==> config.mk <==
export PLATFORM = sky130hd
export DESIGN_NAME = pixel_hfilter_3tap_flat
export DESIGN_NICKNAME = d
export VERILOG_FILES = /design/src/rtl/pixel_hfilter_3tap_if.sv /design/src/rtl/pixel_hfilter_3tap.sv /design/src/flat_wrapper.sv
export SDC_FILE = /design/constraint.sdc
export NUM_CORES = 1
export LEC_CHECK = 0
export ABC_CLOCK_PERIOD_IN_PS = 3800
export CAP_MARGIN = 20
export CORE_ASPECT_RATIO = 0.8
export CORE_MARGIN = 2
export CORE_UTILIZATION = 40
export DETAILED_ROUTE_END_ITERATION = 7
export DONT_BUFFER_PORTS = 1
export PLACE_DENSITY = 0.63
export SYNTH_ARGS = -nofsm -noshare
export SYNTH_HDL_FRONTEND = slang
export SYNTH_SLANG_ARGS = --single-unit
==> constraint.sdc <==
create_clock -name clk -period 3.8 [get_ports clk]
set_input_delay 0.38 -clock clk [delete_from_list [all_inputs] [get_ports clk]]
set_output_delay 0.38 -clock clk [all_outputs]
set_load 0.01 [all_outputs]
==> src/rtl/pixel_hfilter_3tap_if.sv <==
`default_nettype none
// +----------------------------------------------------------------------------+
// | pixel_hfilter_3tap_if : Avalon-ST sink/source bundle for the 3-tap filter  |
// | Rev 1.0 - initial release                                                  |
// +----------------------------------------------------------------------------+
interface pixel_hfilter_3tap_if;
  logic [23:0] sink_data;
  logic        sink_valid;
  logic        sink_ready;
  logic        sink_sop;
  logic        sink_eop;
  logic [23:0] source_data;
  logic        source_valid;
  logic        source_ready;
  logic        source_sop;
  logic        source_eop;

  // slave = the filter stage itself, master = its surrounding environment
  modport slave (
    input  sink_data, sink_valid, sink_sop, sink_eop, source_ready,
    output sink_ready, source_data, source_valid, source_sop, source_eop
  );
  modport master (
    output sink_data, sink_valid, sink_sop, sink_eop, source_ready,
    input  sink_ready, source_data, source_valid, source_sop, source_eop
  );
endinterface
`default_nettype wire

==> src/rtl/pixel_hfilter_3tap.sv <==
`default_nettype none
// +----------------------------------------------------------------------------+
// | pixel_hfilter_3tap : horizontal [1 2 1]/4 per-channel Avalon-ST filter     |
// | Optional macro PIX_HFILTER_STATS_EN builds the frame_pixels counter.       |
// | Rev 1.0 - initial release                                                  |
// +----------------------------------------------------------------------------+
module pixel_hfilter_3tap #(
  parameter int IMAGE_W     = 640,
  parameter int ABORT_CNT_W = 16
) (
  input  logic                   clk,
  input  logic                   reset,
  pixel_hfilter_3tap_if.slave    st,
  input  logic                   enable,
  output logic [ABORT_CNT_W-1:0] aborted_frames,
  output logic [19:0]            frame_pixels
);

  localparam int X_W = $clog2(IMAGE_W + 1);

  typedef enum logic [1:0] {
    S_IDLE  = 2'd0,
    S_VIDEO = 2'd1,
    S_PASS  = 2'd2,
    S_FLUSH = 2'd3
  } state_t;

  state_t                 r_state;
  logic [23:0]            r_out_data;
  logic                   r_out_valid;
  logic                   r_out_sop;
  logic                   r_out_eop;
  logic [X_W-1:0]         r_x;
  logic                   r_pend;
  logic [23:0]            r_p;
  logic [23:0]            r_c;
  logic                   r_eop_st;
  logic [ABORT_CNT_W-1:0] r_abort;

  logic w_out_free;
  logic w_acc;
  logic w_last;

  function automatic logic [23:0] filt(input logic [23:0] a, input logic [23:0] b,
                                       input logic [23:0] c);
    logic [9:0]  s;
    logic [23:0] r;
    r = '0;
    for (int k = 0; k < 3; k++) begin
      s = {2'b00, a[8*k +: 8]} + {1'b0, b[8*k +: 8], 1'b0} + {2'b00, c[8*k +: 8]} + 10'd2;
      r[8*k +: 8] = s[9:2];
    end
    return r;
  endfunction

  assign w_out_free      = ~r_out_valid | st.source_ready;
  assign st.sink_ready   = w_out_free & (r_state != S_FLUSH);
  assign w_acc           = st.sink_valid & st.sink_ready;
  assign w_last          = (r_x == X_W'(IMAGE_W - 1));

  assign st.source_data  = r_out_data;
  assign st.source_valid = r_out_valid;
  assign st.source_sop   = r_out_sop;
  assign st.source_eop   = r_out_eop;
  assign aborted_frames  = r_abort;

  always_ff @(posedge clk) begin
    if (reset) begin
      r_state     <= S_IDLE;
      r_out_data  <= '0;
      r_out_valid <= 1'b0;
      r_out_sop   <= 1'b0;
      r_out_eop   <= 1'b0;
      r_x         <= '0;
      r_pend      <= 1'b0;
      r_p         <= '0;
      r_c         <= '0;
      r_eop_st    <= 1'b0;
      r_abort     <= '0;
    end else begin
      if (w_out_free) r_out_valid <= 1'b0;

      if (w_acc && st.sink_sop) begin
        // Header beat: echoed as-is; an open video frame is abandoned here
        r_out_valid <= 1'b1;
        r_out_data  <= st.sink_data;
        r_out_sop   <= 1'b1;
        r_out_eop   <= st.sink_eop;
        r_pend      <= 1'b0;
        r_x         <= '0;
        if (r_state == S_VIDEO && r_abort != {ABORT_CNT_W{1'b1}})
          r_abort <= r_abort + ABORT_CNT_W'(1);
        if (st.sink_data[3:0] == 4'h0 && enable && !st.sink_eop)
          r_state <= S_VIDEO;
        else if (st.sink_eop)
          r_state <= S_IDLE;
        else
          r_state <= S_PASS;
      end else begin
        case (r_state)
          S_VIDEO: begin
            if (w_acc) begin
              r_c <= st.sink_data;
              r_x <= r_x + X_W'(1);
              if (r_pend) begin
                r_out_valid <= 1'b1;
                r_out_data  <= filt(r_p, r_c, st.sink_data);
                r_out_sop   <= 1'b0;
                r_out_eop   <= 1'b0;
                r_p         <= r_c;
              end else begin
                r_p    <= st.sink_data;
                r_pend <= 1'b1;
              end
              if (w_last || st.sink_eop) begin
                r_state  <= S_FLUSH;
                r_eop_st <= st.sink_eop;
              end
            end
          end
          S_FLUSH: begin
            // Right edge replicates the last pixel
            if (w_out_free) begin
              r_out_valid <= 1'b1;
              r_out_data  <= filt(r_p, r_c, r_c);
              r_out_sop   <= 1'b0;
              r_out_eop   <= r_eop_st;
              r_pend      <= 1'b0;
              r_x         <= '0;
              r_state     <= r_eop_st ? S_IDLE : S_VIDEO;
            end
          end
          default: begin
            if (w_acc) begin
              r_out_valid <= 1'b1;
              r_out_data  <= st.sink_data;
              r_out_sop   <= 1'b0;
              r_out_eop   <= st.sink_eop;
              if (r_state == S_PASS && st.sink_eop) r_state <= S_IDLE;
            end
          end
        endcase
      end
    end
  end

`ifdef PIX_HFILTER_STATS_EN
  logic [19:0] r_pix_cnt;
  logic [19:0] r_frame_pixels;

  always_ff @(posedge clk) begin
    if (reset) begin
      r_pix_cnt      <= '0;
      r_frame_pixels <= '0;
    end else if (w_acc) begin
      if (st.sink_sop) begin
        r_pix_cnt <= '0;
      end else if (r_state == S_VIDEO) begin
        r_pix_cnt <= r_pix_cnt + 20'd1;
        if (st.sink_eop) r_frame_pixels <= r_pix_cnt + 20'd1;
      end
    end
  end

  assign frame_pixels = r_frame_pixels;
`else
  assign frame_pixels = '0;
`endif

endmodule
`default_nettype wire

==> src/flat_wrapper.sv <==
// flat-port wrapper written by rule: the top's interface ports become plain ports
module pixel_hfilter_3tap_flat 
#(
  parameter int IMAGE_W     = 640,
  parameter int ABORT_CNT_W = 16
)
  (clk, reset, enable, aborted_frames, frame_pixels, st_sink_data, st_sink_valid, st_sink_sop, st_sink_eop, st_source_ready, st_sink_ready, st_source_data, st_source_valid, st_source_sop, st_source_eop);
  pixel_hfilter_3tap_if st_i ();
  input  logic clk;
  input  logic reset;
  input  logic enable;
  output logic [ABORT_CNT_W-1:0] aborted_frames;
  output logic [19:0] frame_pixels;
  input wire logic [$bits(st_i.sink_data)-1:0] st_sink_data;
  input wire logic [$bits(st_i.sink_valid)-1:0] st_sink_valid;
  input wire logic [$bits(st_i.sink_sop)-1:0] st_sink_sop;
  input wire logic [$bits(st_i.sink_eop)-1:0] st_sink_eop;
  input wire logic [$bits(st_i.source_ready)-1:0] st_source_ready;
  output wire logic [$bits(st_i.sink_ready)-1:0] st_sink_ready;
  output wire logic [$bits(st_i.source_data)-1:0] st_source_data;
  output wire logic [$bits(st_i.source_valid)-1:0] st_source_valid;
  output wire logic [$bits(st_i.source_sop)-1:0] st_source_sop;
  output wire logic [$bits(st_i.source_eop)-1:0] st_source_eop;
  assign st_i.sink_data = st_sink_data;
  assign st_i.sink_valid = st_sink_valid;
  assign st_i.sink_sop = st_sink_sop;
  assign st_i.sink_eop = st_sink_eop;
  assign st_i.source_ready = st_source_ready;
  assign st_sink_ready = st_i.sink_ready;
  assign st_source_data = st_i.source_data;
  assign st_source_valid = st_i.source_valid;
  assign st_source_sop = st_i.source_sop;
  assign st_source_eop = st_i.source_eop;
  pixel_hfilter_3tap #(.IMAGE_W(IMAGE_W), .ABORT_CNT_W(ABORT_CNT_W)) u_core (.clk(clk), .reset(reset), .st(st_i), .enable(enable), .aborted_frames(aborted_frames), .frame_pixels(frame_pixels));
endmodule
======== Word level (Yosys, flattened, before mapping) ========
Index checks and enable logic that the tools add are counted.
storage, ports and cells
  bits in registers ....................... 105
cells by class
  $add $sub $neg .......................... 17
  equality and inequality tests ........... 12
  multiplexer cells ....................... 39
  bitwise gates (word level) .............. 5
  reductions and logical operators ........ 18
operators with widths
  cell                     count
  $mux W24                 6
  $add A10 B2 Y10 const B  6
  $add A10 B8 Y10          6
  $pmux W24 S2             1
  $add A8 B9 Y10           3
  $mux W10                 2
  $pmux W10 S2             1
  $add A16 B1 Y16 const B  1
  $mux W1                  16
  $mux W2                  8
  $ne A16 B16 Y1 const B   1
  $add A10 B1 Y10 const B  1
  $eq A10 B10 Y1 const B   1
  $ne A3 B1 Y1 const B     3
  $pmux W1 S2              4
  $reduce_and A4 Y1        2
  $reduce_and A3 Y1        2
  $logic_and A1 B1 Y1      5
  $reduce_and A5 Y1        1
  $eq A2 B2 Y1 const B     2
  $logic_not A4 Y1         1
  $ne A2 B1 Y1 const B     2
  $pmux W2 S2              1
  $reduce_bool A4 Y1       1
  12 further kinds         14

======== Longest topological paths before layout ========
Gate-level depths: netlist (run 1).
  depth in word-level cells ............... 7
  gate-level depth with buffers ........... 17

======== Least setup slack after synthesis (run 1) ========
OpenSTA, ideal clock, no wires.
  path kind ............................... reg-to-reg
  from .................................... reg u_core.r_c[16]
  to ...................................... reg u_core.r_out_data[22], in the netlist u_core.st.source_data[22]
  setup time .............................. 0.122 ns
  arrival ................................. 3.131 ns
  data required time ...................... 3.678 ns
  slack ................................... 0.548 ns
  cell stages (with the launch flop) ...... 16
  path buffers ............................ 0
  period minus slack after synthesis ...... 3.252 ns
  path through ............................ dfxtp_1 > ha_1 > fa_1 > a21o_1 > a21oi_1 > nor2b_1 > o21a_1 > nor2_1 > xnor2_1 > ha_1 > ha_1 > or3_1 > o21ai_0 > a21oi_1 > xor2_1 > o311a_1
between the ends
  longest elaborated chain between the ends .. 7
  elaborated cells on any way between the ends .. 10
  classes of those cells .................. add/sub (5); mux (5)
ends and longest elaborated chain
  element                   RTL line                   text
  start: declaration        pixel_hfilter_3tap.sv:36   logic [23:0] r_c;
  start signal: assignment  pixel_hfilter_3tap.sv:103  r_c <= st.sink_data;
  $add A8 B9 Y10            pixel_hfilter_3tap.sv:50   s = {2'b00, a[8*k +: 8]} + {1'b0, b[8*k +: 8], 1'b0} + {2'b00, c[8*k +: 8]} + 10'd2;
  $add A10 B8 Y10           pixel_hfilter_3tap.sv:50
  $add A10 B2 Y10           pixel_hfilter_3tap.sv:50
  $mux W24                  pixel_hfilter_3tap.sv:105  if (r_pend) begin
  $mux W24                  pixel_hfilter_3tap.sv:102  if (w_acc) begin
  $pmux W24 S2 *            pixel_hfilter_3tap.sv:100  case (r_state)
  $mux W24 *                pixel_hfilter_3tap.sv:83   if (w_acc && st.sink_sop) begin
  end signal: assignment    pixel_hfilter_3tap.sv:86   r_out_data <= st.sink_data;
  end signal: assignment    pixel_hfilter_3tap.sv:107  r_out_data <= filt(r_p, r_c, st.sink_data);
  end signal: assignment    pixel_hfilter_3tap.sv:125  r_out_data <= filt(r_p, r_c, r_c);
  end: declaration          pixel_hfilter_3tap.sv:29   logic [23:0] r_out_data;
Every way passes the cells marked *; elsewhere a longest branch is shown, timed or not. The select of a mux whose other input is x is not followed.
A chain may end at the register's enable or synchronous reset.

======== Final worst setup path (run 1) ========
  from .................................... reg u_core.r_c[17]
  to ...................................... reg u_core.r_out_data[23], in the netlist u_core.st.source_data[23]
The elaborated chain is that of the path after synthesis.

==> summary.md, run 1 <==
| Metric | Value |
|---|---|
| PD cells | `264 nW/um^2` |
| Synth Flop Type | `dfxtp_1` |
| Worst-path fanout max | `5` |
| CP Cell Sequence | `ha_1, a21o_1, a21oi_1, nor2b_1, o21ai_0, nor2b_1, xnor2_1, ha_1, ha_1, nand3_1, o2111ai_1, o41ai_2, a21oi_1, xor2_1, o32ai_2` |
| Sequential Area | `2100 sq um` |
| Total number of vias | `6849` |
| Die W | `164 um` |
| GR Util All Layers | `19.3%` |
| Fmax | `280 MHz` |
| Core Region | `19900 sq um` |
| Final wirelength | `20200 um` |
| Worst Hold End | `u_core.r_c[6]` |
| FF-to-FF End | `u_core.st.source_data[23]` |
| Gpl congestion | `0.904` |
| Critical path's top delay family | `compound AO/OA/AOI/OAI gates` |
| Worst setup EP type | `flip-flop` |
| WP buf/inv | `0` |
| Synthesized flop and latch total | `105` |
| Initial Util | `41.0%` |
| Sink Count | `105` |
| Final slew viol count | `0` |
| Distinct cells, synth | `69` |
| Antenna violations before repair | `0` |
| Via/cell ratio | `5.51` |
| GRT overflow | `0` |
| Post-route minimum period | `3.57 ns` |
| Mapped Avg Cell Area | `8.18 sq um` |
| Ports | `95` |
| Synth top area cells | `dfxtp_1 26%, ha_1 16%, a21oi_1 5.3%` |
| TritonCTS clock tree | `yes` |
| First-pass GRT wire length | `33800 um` |
| Yosys top cell area share | `25.8%` |
| Fin. Hold Viols | `0` |
| Clk_lat worst skew | `0.37 ns` |
| Die area | `21600 sq um` |
| # rows | `46` |
| Total Negative Setup Slacks | `0 ns` |
| Register area share after synthesis | `25.8%` |
| Skew final | `0.0128 ns` |
| P_leak | `3.66 nW` |
| Worst-Margin Slew | `0.851 ns` |
| Mapped Cells | `997` |
| Arrival time at the worst endpoint | `3.81 ns` |
| Post-route setup slack | `0.232 ns` |
| Place WS | `0.220 ns` |
| Number of synthesized flops with an enable pin | `0` |
| HP Start | `reset` |
| Cell depth of the worst flop-to-flop path | `15` |
| WL/cell | `16.3 um` |
| Clock root buffer | `clkbuf_16` |
| Max_cap viols | `0` |
| RSZ-0062 raised after global routing | `no` |
| Multi-input logic area | `5690 sq um` |
| R2R Setup Slk | `0.23 ns` |
| Residual DRC | `0` |
| Max incr delay on CP | `0.43 ns` |
| CP most frequent cell | `ha_1` |
| Post-route ant nets | `0` |
| Final Cycle Share | `93.9%` |
| Area leader, netlist | `dfxtp_1` |
| Fill cells | `2027` |
| DP HPWL | `15200 um` |
| ANT cells | `0` |
| Synthesized area | `8160 sq um` |
| Worst-path clk slew | `0.08 ns` |
| Final setup fails | `0` |
| WHS | `0.0765 ns` |
| Clk buf depth | `2` |
| Crit path kind | `reg2reg` |
| Async SR Flop Fraction | `0%` |
| Number of iterations in the first detailed-routing pass | `5` |
| CTS H-tree depth | `3` |
| Worst path required time | `4.04 ns` |
| Synth warn | `0` |
| Status | `completed` |
| CP startpoint kind | `flip-flop` |
| Die height | `132 um` |
| Number of cells on the critical path | `15` |
| TritonCTS buffer count | `9` |
| Reg2reg start | `u_core.r_c[17]` |
| Drt initial violations | `364` |
| Share of cells above drive strength 1 | `4.59%` |
| Max IR drop VDD | `217 uV` |
| Worst hold path type | `in2reg` |
| Rel. slew slack | `43.1%` |
| Final nets | `1122` |
| Largest net degree at the start of global routing | `92` |
| Vias in the first global route | `6455` |
| Hold path depth | `1` |
| Area Overhead vs Synth | `6.03%` |
| Slowest CP cell | `dfxtp_1` |
| Port Buf Inserts | `0` |
| Hold Buf Count CTS | `0` |
layout make-up:
class / count / share of cell area [%]
clock buffers: 9 / 2.60
inverters: 33 / 1.43
clock inverters: 7 / 1.14
multi-input cells: 815 / 65.7
flip-flops and latches: 105 / 24.3
well taps: 264 / 3.82
repair buffers: 11 / 0.954
how the worst max path moves through the flow:
stage	start	end	slack, ns
5_1_grt	u_core.r_c[17]	u_core.st.source_data[23]	0.001
6_report	u_core.r_c[17]	u_core.st.source_data[23]	0.23
3_5_place_dp	u_core.r_c[1]	u_core.st.source_data[7]	0.22
3_3_place_gp	u_core.r_c[1]	u_core.st.source_data[7]	0.27
4_1_cts	u_core.r_c[1]	u_core.st.source_data[7]	0.18
2_1_floorplan	u_core.r_c[16]	u_core.st.source_data[22]	0.55
power breakdown:
group	switching (mW)	leakage [nW]	internal (mW)
Combinational	0.0903	2.65	0.0586
Clock	0.508	0.154	0.478
Sequential	0.0302	0.852	1.12
per-stage QoR:
step / cells / power [mW] / instance area (sq um) / utilization, %
finish: 1244 / 2.28 / 8650 / 43.4
global route: 1244 / 2.39 / 8650 / 43.4
CTS: 1244 / 2.32 / 8630 / 43.3
detailed placement: 1228 / 1.32 / 8300 / 41.7
global placement: 1228 / 1.32 / 8300 / 41.7
floorplan: 1016 / 1.32 / 8230 / -
repair_timing:
| action | in CTS | in global routing |
|---|---|---|
| gates resized for setup | 0 | 5 |
| setup buffers | 0 | 0 |
| setup endpoints to repair | 0 | 6 |
per-layer routing:
| layer | wire length (um) | up-vias | global-route usage [%] | part of all wire, % |
|---|---|---|---|---|
| li1 | - | 3518 | - | - |
| met1 | 10200 | 3176 | 28.1 | 50 |
| met2 | 8550 | 143 | 28.7 | 42 |
| met3 | 1310 | 12 | 4.97 | 6.5 |
| met4 | 197 | 0 | 3.75 | 0.97 |
| met5 | 0 | - | 0 | 0 |
Yosys cell counts (19+ instances only):
library cell and count:
nor3_1 30, xnor2_1 39, inv_1 33, a211oi_1 40, o21ai_0 47, nand2_1 89, nand3_1 19, ha_1 107
a21oi_1 86, clkbuf_1 24, buf_4 22, dfxtp_1 105, xor2_1 24, nor2_1 103, mux2i_1 27
registers in the layout, summed over array words and instances, names as in the netlist, 2 cells and up:
register / flops
u_core.st.source_data: 24
u_core.aborted_frames: 16
u_core.r_p: 24
u_core.r_x: 10
u_core.r_c: 24
u_core.r_state: 2
cells in the final DEF (no fill, tap or decap), drive strengths merged, types with 11 or more instances in the layout:
cell and count:
a211oi 40, a21o 15, a21oi 87, buf 11, conb 20, dfxtp 105, ha 107, inv 35
mux2i 27, nand2 89, nand2b 11, nand3 19, nor2 106, nor2b 15, nor3 30, o21ai 49
xnor2 39, xor2 24
cell families after synthesis:
family | after synthesis | share of synthesized area [%]
mux | 27 | 3.31
buf+inv | 96 | 5.84
compound gates | 263 | 20.7
simple gates | 326 | 18.9
other cells | 1 | 0.0460
xor+xnor | 63 | 6.76
fa+ha+maj | 116 | 18.6
flops | 105 | 25.8
No activity file was read; power rests on OpenSTA's default activity.
==> inputs of run 2 (changes only) <==
--- a/config.mk
+++ b/config.mk
@@ -12,7 +12,6 @@
 export CORE_UTILIZATION = 40
 export DETAILED_ROUTE_END_ITERATION = 7
 export DONT_BUFFER_PORTS = 1
-export PLACE_DENSITY = 0.63
 export SYNTH_ARGS = -nofsm -noshare
 export SYNTH_HDL_FRONTEND = slang
 export SYNTH_SLANG_ARGS = --single-unit
==> run 2 against run 1 <==
Final cell count unchanged. Clock skew shrank 0.0072 ns. Critical path depth did not move. Total power fell by 0.24%. Critical path type unchanged. Via count rose by 1.8%. Clock-buffer cell count stayed put. Die area stayed put. Non-clock buffer count unchanged. Clock power fell by 0.8%. Register-to-register slack improved by 0.09 ns.
==> summary.md, run 2 (synthesis results as in run 1) <==
| Metric | Value |
|---|---|
| Status | `completed (unchanged)` |
| Clock root buffer | `clkbuf_16 (unchanged)` |
| Max incr delay on CP | `0.63 ns (was 0.43 ns)` |
| Met1 Use GR | `28.8% (was 28.1%)` |
| Gpl congestion | `0.848 (was 0.904)` |
| Largest net degree at the start of global routing | `92 (unchanged)` |
| Final slew viol count | `0 (unchanged)` |
| Worst-Margin Slew | `0.837 ns (was 0.851 ns)` |
| Fin area | `8670 sq um (was 8650 sq um)` |
| TritonCTS buffer count | `9 (unchanged)` |
| Port Buf Inserts | `0 (unchanged)` |
| Die area | `21600 sq um (unchanged)` |
| GR Util All Layers | `20.0% (was 19.3%)` |
| Final nets | `1122 (unchanged)` |
| CTS H-tree depth | `3 (unchanged)` |
| First-pass GRT wire length | `35000 um (was 33800 um)` |
| Final Cycle Share | `91.6% (was 93.9%)` |
| Ports | `95 (unchanged)` |
| Grt met2 use | `30.2% (was 28.7%)` |
| WHS | `0.0751 ns (was 0.0765 ns)` |
| Drt initial violations | `401 (was 364)` |
| Arrival time at the worst endpoint | `3.72 ns (was 3.81 ns)` |
| Sink Count | `105 (unchanged)` |
| CP Cell Sequence | `ha_1, inv_1, fa_1, nor2b_1, o31a_1, o21ai_0, nand2b_1, xor2_2, ha_1, ha_1, or4b_2, a21oi_1, a211oi_1, xnor2_1, o21ai_0 (was ha_1, a21o_1, a21oi_1, nor2b_1, o21ai_0, nor2b_1, xnor2_1, ha_1, ha_1, nand3_1, o2111ai_1, o41ai_2, a21oi_1, xor2_1, o32ai_2)` |
| Vias in the first global route | `6581 (was 6455)` |
| # rows | `46 (unchanged)` |
| Residual DRC | `0 (unchanged)` |
| Fmax | `287 MHz (was 280 MHz)` |
| Sequential Area | `2100 sq um (about the same)` |
| Die height | `132 um (unchanged)` |
| Share of cells above drive strength 1 | `4.90% (was 4.59%)` |
| Multi-input logic area | `5710 sq um (was 5690 sq um)` |
| Worst hold path type | `in2reg (unchanged)` |
| Number of iterations in the first detailed-routing pass | `5 (unchanged)` |
| Crit path kind | `reg2reg (unchanged)` |
| Post-route minimum period | `3.48 ns (was 3.57 ns)` |
| Initial Util | `41.0% (unchanged)` |
| Fill cells | `2023 (was 2027)` |
| Commonest non-fill, non-tap cells in the layout | `106 x ha_1, 103 x nor2_1, 103 x dfxtp_1 (was 107 x ha_1, 104 x dfxtp_1, 103 x nor2_1)` |
| Clk_lat worst skew | `0.37 ns (about the same)` |
| Fin. Hold Viols | `0 (unchanged)` |
| Rel. slew slack | `44.1% (was 43.1%)` |
| Worst-path fanout max | `5 (unchanged)` |
| Final wirelength | `21200 um (was 20200 um)` |
| Total Negative Setup Slacks | `0 ns (unchanged)` |
| Worst-path clk slew | `0.08 ns (about the same)` |
| Die W | `164 um (unchanged)` |
| Max IR drop VDD | `173 uV (was 217 uV)` |
| Final setup fails | `0 (unchanged)` |
| ANT cells | `0 (unchanged)` |
| PD cells | `263 nW/um^2 (was 264 nW/um^2)` |
| Placed inst area | `8310 sq um (was 8300 sq um)` |
| Core Region | `19900 sq um (unchanged)` |
| FF-to-FF End | `u_core.st.source_data[15] (was u_core.st.source_data[23])` |
| CP startpoint kind | `flip-flop (unchanged)` |
| Met3 usage | `4.72% (was 4.97%)` |
| DP HPWL | `15600 um (was 15200 um)` |
| Skew final | `0.00562 ns (was 0.0128 ns)` |
| Clk buf depth | `2 (unchanged)` |
| Cell depth of the worst flop-to-flop path | `15 (unchanged)` |
| HP Start | `reset (unchanged)` |
| CP most frequent cell | `ha_1 (unchanged)` |
| TritonCTS clock tree | `yes (unchanged)` |
| Worst Hold End | `u_core.r_c[7] (was u_core.r_c[6])` |
| Max_cap viols | `0 (unchanged)` |
| Most common cell after layout, fill and taps aside | `ha_1 (unchanged)` |
| Top Usage Layer GRT | `met2 (unchanged)` |
| RSZ-0062 raised after global routing | `no (unchanged)` |
| Total number of vias | `6974 (was 6849)` |
| Hold path depth | `1 (unchanged)` |
| Post-route ant nets | `0 (unchanged)` |
| Reg2reg start | `u_core.r_c[8] (was u_core.r_c[17])` |
| R2R Setup Slk | `0.32 ns (was 0.23 ns)` |
| WL/cell | `17.0 um (was 16.3 um)` |
| Worst path required time | `4.04 ns (about the same)` |
| Worst setup EP type | `flip-flop (unchanged)` |
| P_leak | `3.65 nW (was 3.66 nW)` |
| Via/cell ratio | `5.61 (was 5.51)` |
| Antenna violations before repair | `0 (unchanged)` |
| Slowest CP cell | `or4b_2 (was dfxtp_1)` |
| GRT overflow | `0 (unchanged)` |
| Area Overhead vs Synth | `6.23% (was 6.03%)` |
==> run 2: cell count changes in the layout (fill, tap and decap cells not counted), moves of 3 or more <==
| cell | before | now |
|---|---|---|
| o21ai_1 | 1 | 4 |
| inv_8 | 0 | 3 |
| o21ai_0 | 47 | 44 |
| clkinv_8 | 5 | 2 |
==> run 2: worst max-delay path: cells and delay by family, from the launching register on <==
family	cells	cell delay, ns
DFF	1	0.36
and+or+nand+nor	3	0.91
AOI/OAI and AO/OA	5	0.61
xor gates and xnor gates	2	0.35
buffers and inverters	1	0.05
adders and majority gates	4	1.08
==> run 2: per-stage QoR <==
| stage | cells | setup slack (ns) | power [mW] | util [%] |
|---|---|---|---|---|
| floorplan | 1016 | 0.548 | 1.32 | - |
| global placement | 1228 | 0.272 | 1.32 | 41.8 |
| detailed placement | 1228 | 0.170 | 1.32 | 41.8 |
| CTS | 1244 | 0.140 | 2.31 | 43.3 |
| global route | 1244 | 0.00449 | 2.37 | 43.5 |
| finish | 1244 | 0.319 | 2.28 | 43.5 |
==> run 2: area by class of cell <==
cell class / count / share of cell area [%]
Tap cell: 264 / 3.81
Clock buffer: 9 / 2.60
Multi-Input combinational cell: 815 / 65.8
Timing Repair Buffer: 11 / 1.10
Sequential cell: 105 / 24.3
Inverter: 33 / 1.43
Clock inverter: 7 / 0.953
==> run 2: what timing repair did <==
action                                  CTS  global route
endpoints found under the setup margin    0             5
buffers inserted                          0             0
hold buffers                              0             0
resized for setup                         0            11
==> run 2: how the worst max path moves through the flow <==
stage                                     end  cells after the start      startpoint
floorplan           u_core.st.source_data[22]                     15  u_core.r_c[16]
global placement    u_core.st.source_data[20]                     14  u_core.r_c[16]
detailed placement   u_core.st.source_data[7]                     15   u_core.r_c[1]
CTS                  u_core.st.source_data[7]                     15   u_core.r_c[1]
global route        u_core.st.source_data[15]                     15   u_core.r_c[8]
finish              u_core.st.source_data[15]                     15   u_core.r_c[8]
==> run 2: report_power, final <==
group / leakage, nW / internal (mW) / total (mW) / switching (mW)
Sequential: 0.852 / 1.12 / 1.15 / 0.0279
Combinational: 2.65 / 0.0589 / 0.153 / 0.0944
Clock: 0.148 / 0.473 / 0.978 / 0.505
==> run 2: metal layers <==
layer	up-vias	share of wire (%)
met4	0	1.0
met1	3304	51
met3	17	5.5
met2	139	42
met5	-	0
li1	3514	-
==> inputs of run 3 (changes only) <==
--- a/config.mk
+++ b/config.mk
@@ -5,7 +5,7 @@
 export SDC_FILE = /design/constraint.sdc
 export NUM_CORES = 1
 export LEC_CHECK = 0
-export ABC_CLOCK_PERIOD_IN_PS = 3800
+export ABC_CLOCK_PERIOD_IN_PS = 4180
 export CAP_MARGIN = 20
 export CORE_ASPECT_RATIO = 0.8
 export CORE_MARGIN = 2
==> constraint.sdc (replaced) <==
create_clock -name clk -period 4.18 [get_ports clk]
set_input_delay 0.418 -clock clk [delete_from_list [all_inputs] [get_ports clk]]
set_output_delay 0.418 -clock clk [all_outputs]
set_load 0.01 [all_outputs]
==> run 3 against run 2 <==
Clock skew grew 0.0074 ns. Setup slack gained 0.19 ns. Wire length grew 0.36%. Utilization shrank 0.33 points. Design area shrank 0.75%. Clock power shrank 9.6%. Maximum frequency shrank 5.1%. Sequential share of layout area grew 0.17 points. Hold slack gained 0.039 ns. Highest routed layer unchanged.
==> summary.md, run 3 (synthesis results as in run 1) <==
| Metric | Value |
|---|---|
| GRT overflow | `0 (unchanged)` |
| Share of cells above drive strength 1 | `4.18% (was 4.90%)` |
| Vias in the first global route | `6604 (was 6581)` |
| WL/cell | `17.1 um (was 17.0 um)` |
| Area Overhead vs Synth | `5.43% (was 6.23%)` |
| Gpl congestion | `0.840 (was 0.848)` |
| Sw frac | `27.4% (was 27.5%)` |
| Die height | `132 um (unchanged)` |
| Sink Count | `105 (unchanged)` |
| Worst-path clk slew | `0.08 ns (about the same)` |
| P_leak | `3.64 nW (was 3.65 nW)` |
| Clk buf depth | `2 (unchanged)` |
| Via/cell ratio | `5.57 (was 5.61)` |
| Commonest non-fill, non-tap cells in the layout | `107 x ha_1, 104 x dfxtp_1, 103 x nor2_1 (was 106 x ha_1, 103 x nor2_1, 103 x dfxtp_1)` |
| Drt initial violations | `435 (was 401)` |
| Residual DRC | `0 (unchanged)` |
| Final Cycle Share | `87.7% (was 91.6%)` |
| Die W | `164 um (unchanged)` |
| Worst-Margin Slew | `1.03 ns (was 0.837 ns)` |
| Clk_lat worst skew | `0.37 ns (about the same)` |
| Worst path required time | `4.43 ns (was 4.04 ns)` |
| Final nets | `1122 (unchanged)` |
| Final setup fails | `0 (unchanged)` |
| CP Cell Sequence | `ha_1, fa_1, a21o_1, a21oi_1, xnor2_1, ha_1, ha_1, inv_1, a2111oi_0, nor2_1, xnor2_1, a221oi_1, nor4_1 (was ha_1, inv_1, fa_1, nor2b_1, o31a_1, o21ai_0, nand2b_1, xor2_2, ha_1, ha_1, or4b_2, a21oi_1, a211oi_1, xnor2_1, o21ai_0)` |
| Worst setup EP type | `flip-flop (unchanged)` |
| NetSw | `0.566 mW (was 0.627 mW)` |
| Cts repair resizes | `0 (unchanged)` |
| Total number of vias | `6931 (was 6974)` |
| TritonCTS buffer count | `9 (unchanged)` |
| Non-Filler Instances | `1244 (unchanged)` |
| Crit path kind | `reg2reg (unchanged)` |
| Most common cell after layout, fill and taps aside | `ha_1 (unchanged)` |
| ANT cells | `0 (unchanged)` |
| Worst-path fanout max | `5 (unchanged)` |
| Comb power frac | `6.7% (about the same)` |
| Max IR drop VDD | `162 uV (was 173 uV)` |
| Slowest CP cell | `a2111oi_0 (was or4b_2)` |
| Initial Util | `41.0% (unchanged)` |
| Cells after DPL | `1228 (unchanged)` |
| Max incr delay on CP | `0.59 ns (was 0.63 ns)` |
| Skew final | `0.0130 ns (was 0.00562 ns)` |
| GR Util All Layers | `20.1% (was 20.0%)` |
| Port Buf Inserts | `0 (unchanged)` |
| # rows | `46 (unchanged)` |
| Placed inst area | `8300 sq um (was 8310 sq um)` |
| Post-route setup slack | `0.513 ns (was 0.319 ns)` |
| Max_cap viols | `0 (unchanged)` |
| Fmax | `273 MHz (was 287 MHz)` |
| Worst hold path type | `in2reg (unchanged)` |
| Hold Buf Count CTS | `0 (unchanged)` |
| Fin. Hold Viols | `0 (unchanged)` |
| Place WS | `0.570 ns (was 0.170 ns)` |
| CTS H-tree depth | `3 (unchanged)` |
| Status | `completed (unchanged)` |
| DP HPWL | `15500 um (was 15600 um)` |
| Post-route minimum period | `3.67 ns (was 3.48 ns)` |
| TritonCTS clock tree | `yes (unchanged)` |
| Post-route ant nets | `0 (unchanged)` |
| Final slew viol count | `0 (unchanged)` |
| Ports | `95 (unchanged)` |
| Reg power frac | `50.5% (was 50.3%)` |
| Fill cells | `2035 (was 2023)` |
| Final wirelength | `21300 um (was 21200 um)` |
| Fin area | `8600 sq um (was 8670 sq um)` |
| CP most frequent cell | `ha_1 (unchanged)` |
| Util after Layout | `43.2% (was 43.5%)` |
| Clock root buffer | `clkbuf_16 (unchanged)` |
| Number of iterations in the first detailed-routing pass | `5 (unchanged)` |
| Largest net degree at the start of global routing | `92 (unchanged)` |
| Arrival time at the worst endpoint | `3.92 ns (was 3.72 ns)` |
| Post-CTS Setup Repair Bufs | `0 (unchanged)` |
| Total Negative Setup Slacks | `0 ns (unchanged)` |
| CP startpoint kind | `flip-flop (unchanged)` |
| Clock share of power | `42.8% (was 42.9%)` |
| Core Region | `19900 sq um (unchanged)` |
| Antenna violations before repair | `0 (unchanged)` |
| Die area | `21600 sq um (unchanged)` |
| Internal power | `1.50 mW (was 1.65 mW)` |
| First-pass GRT wire length | `35000 um (unchanged)` |
| RSZ-0062 raised after global routing | `no (unchanged)` |
| Rel. slew slack | `31.2% (was 44.1%)` |
| PD cells | `240 nW/um^2 (was 263 nW/um^2)` |
==> run 3: final timing paths <==
check,startpoint,end,slack [ns],depth (start not counted)
min reg2reg,u_core.r_x[5],u_core.r_x[5],0.49,2
max,u_core.r_c[16],u_core.st.source_data[20],0.51,13
min,reset,u_core.r_c[6],0.11,1
max reg2reg,u_core.r_c[16],u_core.st.source_data[20],0.51,13
==> run 3: layout make-up <==
| type | instances | area (sq um) | share of cell area (%) |
|---|---|---|---|
| clock inverters | 7 | 76.3 | 0.887 |
| clock buffers | 9 | 225 | 2.62 |
| inverters | 33 | 124 | 1.44 |
| flip-flops and latches | 105 | 2100 | 24.4 |
| multi-input cells | 815 | 5660 | 65.8 |
| well taps | 264 | 330 | 3.84 |
| repair buffers | 11 | 82.6 | 0.960 |
==> run 3: critical path, delay by kind of cell, from the launching register on <==
kind            cells  cell delay (ns)
flops               1             0.35
fa+ha+maj           4             1.24
simple gates        2             0.19
buf+inv             1             0.07
compound gates      4             1.36
xor+xnor            2             0.34
==> run 3: power by group through the flow <==
stage / Combinational (mW) / Sequential [mW] / Clock, mW
floorplan: 0.138 / 1.06 / 0
global placement: 0.135 / 1.07 / 0
detailed placement: 0.137 / 1.07 / 0
CTS: 0.138 / 1.04 / 0.911
global route: 0.158 / 1.05 / 0.942
finish: 0.138 / 1.04 / 0.884
==> run 3: layer usage <==
layer | GRT usage [%] | part of all wire, % | up-vias
li1 | - | - | 3507
met1 | 28.5 | 49 | 3239
met2 | 30.6 | 43 | 162
met3 | 4.91 | 6.3 | 23
met4 | 5.41 | 1.6 | 0
met5 | 0 | 0 | -
==> run 3: per-stage QoR <==
step           hold WS, ns  total power, mW
2_1_floorplan        0.444             1.20
3_3_place_gp         0.461             1.20
3_5_place_dp         0.471             1.21
4_1_cts              0.102             2.09
5_1_grt              0.107             2.15
6_report             0.114             2.07
